`src/rtl/pic.sv`:
```
// pic: fixed-priority 8-input programmable interrupt controller.
// Latches rising edges on iIrq into IRR, masks them with IMR, and arbitrates
// with IRQ0 highest. oIntr is raised to the CPU. On iInta the winner's vector
// is returned and its ISR bit is set until an EOI is written to port 0x20.
// Build option: define PIC_AUTO_EOI_EN for auto-EOI. In that build ISR is
// never set and EOI commands have no effect.
module pic #(
    parameter logic [7:0] VECTOR_BASE = 8'h08
) (
    input  logic       iClk,
    input  logic       iRstN,
    input  logic [7:0] iIrq,
    input  logic       iWr,
    input  logic       iRd,
    input  logic       iAddr,
    input  logic [7:0] iData,
    output logic [7:0] oData,
    output logic       oIntr,
    input  logic       iInta,
    output logic [7:0] oVector,
    output logic       oVectorValid
);

    typedef enum logic [1:0] {
        ST_IDLE = 2'd0,
        ST_REQ  = 2'd1,
        ST_ACK  = 2'd2
    } state_t;

    state_t     state_q, state_d;
    logic [7:0] prev_q, prev_d;
    logic [7:0] irr_q, irr_d;
    logic [7:0] isr_q, isr_d;
    logic [7:0] imr_q, imr_d;
    logic       rdsel_q, rdsel_d;     // 0: port 0 reads IRR, 1: reads ISR
    logic [7:0] data_q, data_d;
    logic [7:0] vector_q, vector_d;
    logic       vvalid_q, vvalid_d;

    logic [7:0] pending;
    logic [7:0] pend_low;             // one-hot of the winning request
    logic [7:0] win_mask;             // ones at every index <= winner
    logic [2:0] win;
    logic       serviceable;
    logic       ack_go;
    logic       spurious;
    logic       wr_cmd;
    logic       wr_mask;

    // Arbitration: lowest pending index wins unless an ISR bit at or below it is set
    always_comb begin
        pending     = irr_q & ~imr_q;
        pend_low    = pending & (~pending + 8'd1);
        win_mask    = pend_low | (pend_low - 8'd1);
        win         = 3'd0;
        for (int i = 7; i >= 0; i--) begin
            if (pending[i]) begin
                win = 3'(i);
            end
        end
        serviceable = (|pending) && ((isr_q & win_mask) == 8'h00);
    end

    // FSM state register
    always_ff @(posedge iClk or negedge iRstN) begin
        if (!iRstN) begin
            state_q <= ST_IDLE;
        end else begin
            state_q <= state_d;
        end
    end

    // FSM next state: REQ holds only while the request stays serviceable
    always_comb begin
        state_d = state_q;
        case (state_q)
            ST_IDLE: begin
                if (serviceable) begin
                    state_d = ST_REQ;
                end
            end
            ST_REQ: begin
                if (iInta && serviceable) begin
                    state_d = ST_ACK;
                end else if (!serviceable) begin
                    state_d = ST_IDLE;
                end
            end
            ST_ACK:  state_d = ST_IDLE;
            default: state_d = ST_IDLE;
        endcase
    end

    // FSM outputs: interrupt line and acknowledge qualification
    always_comb begin
        oIntr    = (state_q == ST_REQ);
        ack_go   = (state_q == ST_REQ) && iInta && serviceable;
        // An acknowledge with nothing to grant (outside ACK) returns the IRQ7 vector
        spurious = iInta && (state_q != ST_ACK) && !ack_go;
    end

`ifndef PIC_AUTO_EOI_EN
    logic [7:0] isr_low;
    logic [7:0] eoi_clr;

    // EOI decode: non-specific clears the lowest in-service bit, specific clears bit n
    always_comb begin
        isr_low = isr_q & (~isr_q + 8'd1);
        eoi_clr = 8'h00;
        if (wr_cmd) begin
            if (iData == 8'h20) begin
                eoi_clr = isr_low;
            end else if (iData[7:3] == 5'b01100) begin
                eoi_clr = 8'h01 << iData[2:0];
            end
        end
    end
`endif

    // Register file, read port and vector next-state
    always_comb begin
        wr_cmd  = iWr && !iAddr;
        wr_mask = iWr && iAddr;

        prev_d = iIrq;

        // Clear the acknowledged request first so a same-cycle edge re-pends it
        irr_d = irr_q;
        if (ack_go) begin
            irr_d = irr_d & ~pend_low;
        end
        irr_d = irr_d | (iIrq & ~prev_q);

`ifdef PIC_AUTO_EOI_EN
        isr_d = 8'h00;
`else
        // EOI clears are applied before the ack set so the set wins on a collision
        isr_d = (isr_q & ~eoi_clr) | (ack_go ? pend_low : 8'h00);
`endif

        imr_d = wr_mask ? iData : imr_q;

        rdsel_d = rdsel_q;
        if (wr_cmd && (iData == 8'h0A)) begin
            rdsel_d = 1'b0;
        end else if (wr_cmd && (iData == 8'h0B)) begin
            rdsel_d = 1'b1;
        end

        // A read colliding with a write is dropped
        data_d = data_q;
        if (iRd && !iWr) begin
            if (iAddr) begin
                data_d = imr_q;
            end else begin
                data_d = rdsel_q ? isr_q : irr_q;
            end
        end

        vector_d = vector_q;
        vvalid_d = 1'b0;
        if (ack_go) begin
            vector_d = VECTOR_BASE + {5'd0, win};
            vvalid_d = 1'b1;
        end else if (spurious) begin
            vector_d = VECTOR_BASE + 8'd7;
            vvalid_d = 1'b1;
        end
    end

    // Datapath and output registers
    always_ff @(posedge iClk or negedge iRstN) begin
        if (!iRstN) begin
            prev_q   <= 8'h00;
            irr_q    <= 8'h00;
            isr_q    <= 8'h00;
            imr_q    <= 8'hFF;
            rdsel_q  <= 1'b0;
            data_q   <= 8'h00;
            vector_q <= 8'h00;
            vvalid_q <= 1'b0;
        end else begin
            prev_q   <= prev_d;
            irr_q    <= irr_d;
            isr_q    <= isr_d;
            imr_q    <= imr_d;
            rdsel_q  <= rdsel_d;
            data_q   <= data_d;
            vector_q <= vector_d;
            vvalid_q <= vvalid_d;
        end
    end

    assign oData        = data_q;
    assign oVector      = vector_q;
    assign oVectorValid = vvalid_q;

endmodule

```
`config.mk`:
```
export PLATFORM = sky130hd
export DESIGN_NAME = pic
export DESIGN_NICKNAME = d
export VERILOG_FILES = /design/src/rtl/pic.sv
export SDC_FILE = /design/constraint.sdc
export NUM_CORES = 1
export LEC_CHECK = 0
export BUFFER_PORTS_ARGS = -buffer_cell sky130_fd_sc_hd__buf_2
export CORE_ASPECT_RATIO = 1.5
export CORE_MARGIN = 4
export CORE_UTILIZATION = 50
export DETAILED_ROUTE_END_ITERATION = 10
export PLACE_DENSITY = 0.75
export SYNTH_ARGS = -nofsm -noshare
export SYNTH_HDL_FRONTEND = slang
export SYNTH_SLANG_ARGS = --single-unit
```
`constraint.sdc`:
```
create_clock -name iClk -period 2.95 [get_ports iClk]
set_clock_uncertainty 0.1 [all_clocks]
set_input_delay 0.1475 -clock iClk [delete_from_list [all_inputs] [get_ports iClk]]
set_output_delay 0.1475 -clock iClk [all_outputs]
set_load 0.005 [all_outputs]
```
After elaboration in Yosys (flattened, before gate mapping)
Cells that the tools add are included.
Widths: inputs -> output; s select.
{"block": "totals", "register_bits": 52, "in_bits": 22, "out_inout_bits": 18, "word_cells": 83}
{"block": "classes", "add_sub_neg": 4, "eq_ne": 8, "n_shift": 1, "muxes": 25, "n_bitwise": 16, "n_reduce_logical": 20}
{"cell": "$mux 8", "n": 9}
{"cell": "$and 8x8->8", "n": 7}
{"cell": "$not 8->8", "n": 6}
{"cell": "$mux 3", "n": 8}
{"cell": "$or 8x8->8", "n": 3}
{"cell": "$add 8x1->8 const B", "n": 2}
{"cell": "$eq 8x4->1 const B", "n": 2}
{"cell": "$logic_and 1x1->1", "n": 11}
{"cell": "$eq 8x6->1 const B", "n": 1}
{"cell": "$logic_not 8->1", "n": 1}
{"cell": "$reduce_or 8->1", "n": 1}
{"cell": "$shl 1x3->8 const A", "n": 1}
{"cell": "$sub 8x1->8 const B", "n": 1}
{"cell": "$mux 2", "n": 3}
{"cell": "$add 4x3->5 const A", "n": 1}
{"cell": "$eq 5x4->1 const B", "n": 1}
{"cell": "$mux 1", "n": 4}
{"cell": "$ne 2x2->1 const B", "n": 2}
{"cell": "$pmux 2 s2", "n": 1}
{"cell": "$reduce_bool 2->1", "n": 2}
{"cell": "$logic_not 1->1", "n": 3}
{"cell": "$ne 3x2->1 const B", "n": 1}
{"cell": "$eq 2x1->1 const B", "n": 1}
{"cell": "$logic_not 2->1", "n": 1}
{"cell": "$reduce_and 2->1", "n": 1}

Longest topological paths before layout
{"block": "depth", "ltp_word": 15, "mapped_depth": 6, "mapped_depth_nobuf": 5}

Worst setup path after synthesis
OpenSTA, ideal clock, no wires.
{"block": "synth_path", "path_type": "register to register", "from": "reg imr_q[0]", "to": "reg isr_q[1]", "setup_ns": 0.122, "arrival_time_ns": 1.742, "t_required_ns": 2.728, "setup_slack_ns": 0.986, "stages_incl_launch_ff": 7, "n_path_buf": 1, "period_less_slack_ns": 1.964, "path_cell_list": "dfstp_2 > and2b_1 > or2_1 > buf_2 > o2111ai_4 > a21oi_2 > a32o_1"}
{"block": "synth_via", "elab_chain_cells": 13, "elab_cells_between_ends": 14, "classes_between": "2 x add/sub; 1 x mux; 7 x bitwise; 4 x reduce/logical"}
{"element": "start: declaration", "line": "34", "rtl": "logic [7:0] imr_q, imr_d;"}
{"element": "start signal: assignment", "line": "186", "rtl": "imr_q <= imr_d;"}
{"element": "$not 8->8 *", "line": "52", "rtl": "pending = irr_q & ~imr_q;"}
{"element": "$and 8x8->8 *", "line": "52"}
{"element": "$not 8->8", "line": "53", "rtl": "pend_low = pending & (~pending + 8'd1);"}
{"element": "$add 8x1->8", "line": "53"}
{"element": "$and 8x8->8", "line": "53"}
{"element": "$sub 8x1->8", "line": "54", "rtl": "win_mask = pend_low | (pend_low - 8'd1);"}
{"element": "$or 8x8->8", "line": "54"}
{"element": "$and 8x8->8", "line": "61", "rtl": "serviceable = (|pending) && ((isr_q & win_mask) == 8'h00);"}
{"element": "$logic_not 8->1", "line": "61"}
{"element": "$logic_and 1x1->1", "line": "61"}
{"element": "$logic_and 1x1->1", "line": "97", "rtl": "ack_go = (state_q == ST_REQ) && iInta && serviceable;"}
{"element": "$mux 8 *", "line": "138", "rtl": "isr_d = (isr_q & ~eoi_clr) | (ack_go ? pend_low : 8'h00);"}
{"element": "$or 8x8->8 *", "line": "138"}
{"element": "via isr_d[1]", "line": "33", "rtl": "logic [7:0] isr_q, isr_d;"}
{"element": "end signal: assignment", "line": "185", "rtl": "isr_q <= isr_d;"}
{"element": "end: declaration", "line": "33"}
The timed path passes the listed nets; every way through them passes the cells marked *.
A chain may end at the register's enable or synchronous reset.

Worst setup path after layout
{"block": "layout_path", "from": "reg imr_q[4]", "to": "reg isr_q[1]"}
{"block": "layout_via", "elab_chain_cells": 13, "elab_cells_between_ends": 14, "classes_between": "2 x add/sub; 1 x mux; 7 x bitwise; 4 x reduce/logical"}
{"element": "$not 8->8 *", "line": "52"}
{"element": "$and 8x8->8 *", "line": "52"}
{"element": "$not 8->8", "line": "53"}
{"element": "$add 8x1->8", "line": "53"}
{"element": "$and 8x8->8", "line": "53"}
{"element": "$sub 8x1->8", "line": "54"}
{"element": "$or 8x8->8", "line": "54"}
{"element": "$and 8x8->8", "line": "61"}
{"element": "$logic_not 8->1", "line": "61"}
{"element": "$logic_and 1x1->1 *", "line": "61"}
{"element": "$logic_and 1x1->1 *", "line": "97"}
{"element": "$mux 8 *", "line": "138"}
{"element": "$or 8x8->8 *", "line": "138"}
{"element": "via isr_d[1]", "line": "33"}
Marks and branches as above.

==> results.sh <==
export IMPL_status="complete, no violations"
export IMPL_ir_worst_vdd_mv=0.349
export IMPL_yosysWarnings=0
export IMPL_startpoint_type="register"
export IMPL_ant_nets=0
export IMPL_synth_most_common_cell="dfrtp_1"
export IMPL_drive_gt1_share_pct=24.6
export IMPL_synth_top_area_share_pct=42.4
export IMPL_grt_max_degree=49
export IMPL_critPathMaxFanout=9
export IMPL_cts_setup_buffers=0
export IMPL_diodes=0
export IMPL_grt_pass1_wl_mm=8.45
export IMPL_synth_largest_area_cell="dfrtp_1"
export IMPL_clk_latency_ns=0.30
export IMPL_grt_use_total_pct=18.5
export IMPL_slew_violations=0
export IMPL_min_path_type="in2reg"
export IMPL_antenna_found_initial=0
export IMPL_die_area_um2=5900
export IMPL_fin_nets=298
export IMPL_fmax_ghz=0.473
export IMPL_placeableCoreArea_um2=4540
export IMPL_start_util_pct=51.9
export IMPL_leakage_uw=0.00112
export IMPL_synth_edff_count=0
export IMPL_synth_common_cells="dfrtp_1 (40), nor2_1 (22), a21oi_1 (19), o21ai_0 (19), nand2_1 (15)"
export IMPL_io_buffers=35
export IMPL_drt_iter0_markers=63
export IMPL_synth_flop_cell="dfrtp_1"
export IMPL_syn_to_final_growth_pct=17.1
export IMPL_rows=30
export IMPL_die_y_um=92.1
export IMPL_synth_cell_types=49
export IMPL_r2r_cells=5
export IMPL_critPathKind="reg2reg"
export IMPL_ys_ff_latch=48
export IMPL_num_vias=1820
export IMPL_gp_congestion=0.910
export IMPL_timing_slew_headroom_pct=31.7
export IMPL_setup_tns_ns=0
export IMPL_hold_path_depth=2
export IMPL_placed_cells=324
export IMPL_ys_seq_area_share_pct=51.4
export IMPL_setup_viol=0
export IMPL_ys_top_cells_by_area="dfrtp_1 (42%), dfstp_2 (8.9%), mux2_2 (4.3%), a21oi_1 (4.0%), o21ai_0 (4.0%)"
export IMPL_tightest_slew_ns=1.02
export IMPL_viasPerCell=5.35
export IMPL_min_period_over_period_pct=71.7
export IMPL_power_density_nw_per_um2=586
export IMPL_clockRootBuffer="clkbuf_8"
export IMPL_path_clk_slew_ns=0.08
export IMPL_cts_tree="yes"
export IMPL_drt_first_pass_iters=4
export IMPL_syn_inst=231
export IMPL_drt_total_wl_mm=5.03
export IMPL_wire_per_inst_um=14.8
export IMPL_dp_hpwl_mm=3.82
export IMPL_rsz0062_at_grt="no"
export IMPL_clock_sinks=48
export IMPL_worstPathRequired_ns=3.04
export IMPL_overflow=0
export IMPL_htree_num_levels=2
export IMPL_avgSynthCellArea_um2=10.2
export IMPL_hold_violations=0
export IMPL_cts_max_path_buffers=2
export IMPL_drv_cap=0
export IMPL_die_width_um=64.1
export IMPL_io_pins=40
export IMPL_grt_pass1_vias=1827
export IMPL_syn_area_um2=2360
export IMPL_stdcell_count=340
export IMPL_async_flop_share_pct=100
export IMPL_critPathCaptureType="register"
export IMPL_drc=0
export IMPL_fin_crit_ns=2.12
export IMPL_numCtsBuffers=5
export IMPL_cp_arrival_ns=2.20
[layout make-up]
type                       count  area [um^2]
fill                         406         1780
sequential                    48         1210
multi-input combinational    171         1090
timing repair buffer          44          265
clock buffer                   7         96.3
tap                           64         80.1
inverter                       6         22.5
[critical path, stage by stage (launching register included)]
cell and delay (ns):
dfstp_2 0.55, nand2b_1 0.23, nand2_1 0.20, o21ai_1 0.42, a21oi_2 0.21, a32o_1 0.30
[stage by stage]
step / hold WS [ns] / setup slack (ns) / util, % / power [uW] / cell area, um^2
floorplan: -0.248 / 0.986 / - / 1080 / 2370
global placement: 0.167 / 0.915 / 56.7 / 1200 / 2570
detailed placement: 0.169 / 0.862 / 56.7 / 1210 / 2570
CTS: 0.0121 / 0.849 / 60.8 / 1640 / 2760
global route: 0.0115 / 0.711 / 60.8 / 1730 / 2760
finish: 0.0145 / 0.835 / 60.8 / 1620 / 2760
[cells in the final DEF (no fill, tap or decap), types with 9 or more instances in the layout]
cell type	netlist	layout
dfrtp_1	40	40
buf_2	1	35
nor2_1	22	22
a21oi_1	19	19
o21ai_0	19	19
nand2_1	15	15
nand2b_1	10	10
nor2b_1	10	10
mux2_2	9	9
dlygate4sd3_1	0	9
[registers in the layout (all words and copies together), names as in the netlist]
| signal | flops |
|---|---|
| imr_q | 8 |
| irr_q | 8 |
| isr_q | 8 |
| oData | 8 |
| prev_q | 8 |
| oVector | 4 |
| state_q | 2 |
| oVectorValid | 1 |
| rdsel_q | 1 |
[routing by layer]
metal	global-route usage [%]	part of all wire (%)	up-vias
met2	29.6	48	57
li1	-	-	916
met4	10.8	3.7	0
met5	0	0	-
met3	3.31	4.9	16
met1	23.1	43	831
[path summary, 6_finish.rpt]
check | start | end | slack (ns)
setup / recovery | imr_q[4]$_DFFE_PN1P_ | isr_q[1]$_DFF_PN0_ | 0.83
min in group asynchronous | iRstN | isr_q[2]$_DFF_PN0_ | 0.48
hold reg to reg | prev_q[4]$_DFF_PN0_ | irr_q[4]$_DFF_PN0_ | 0.32
hold / removal | iData[5] | imr_q[5]$_DFFE_PN1P_ | 0.01
setup reg to reg | imr_q[4]$_DFFE_PN1P_ | isr_q[1]$_DFF_PN0_ | 0.83
max in group asynchronous | iRstN | prev_q[6]$_DFF_PN0_ | 1.64
[power breakdown]
part           switching [uW]  internal (uW)  leakage, uW
logic                     199            154     0.000536
clock network             201            209    0.0000503
registers                97.3            758     0.000533
[cell families after synthesis]
| logic type | synth area share [%] |
|---|---|
| flip-flops | 51.4 |
| multiplexers | 7.69 |
| AND/OR/NAND/NOR | 18.8 |
| buffers and inverters | 3.08 |
| other | 0.159 |
| AO/OA/AOI/OAI | 18.9 |
[repair_timing]
item	4_1_cts	5_1_grt
endpoints found under the hold margin	49	0
hold buffers	9	0
gates resized for setup	0	0
Note: power is estimated with default switching activity, not from simulation.
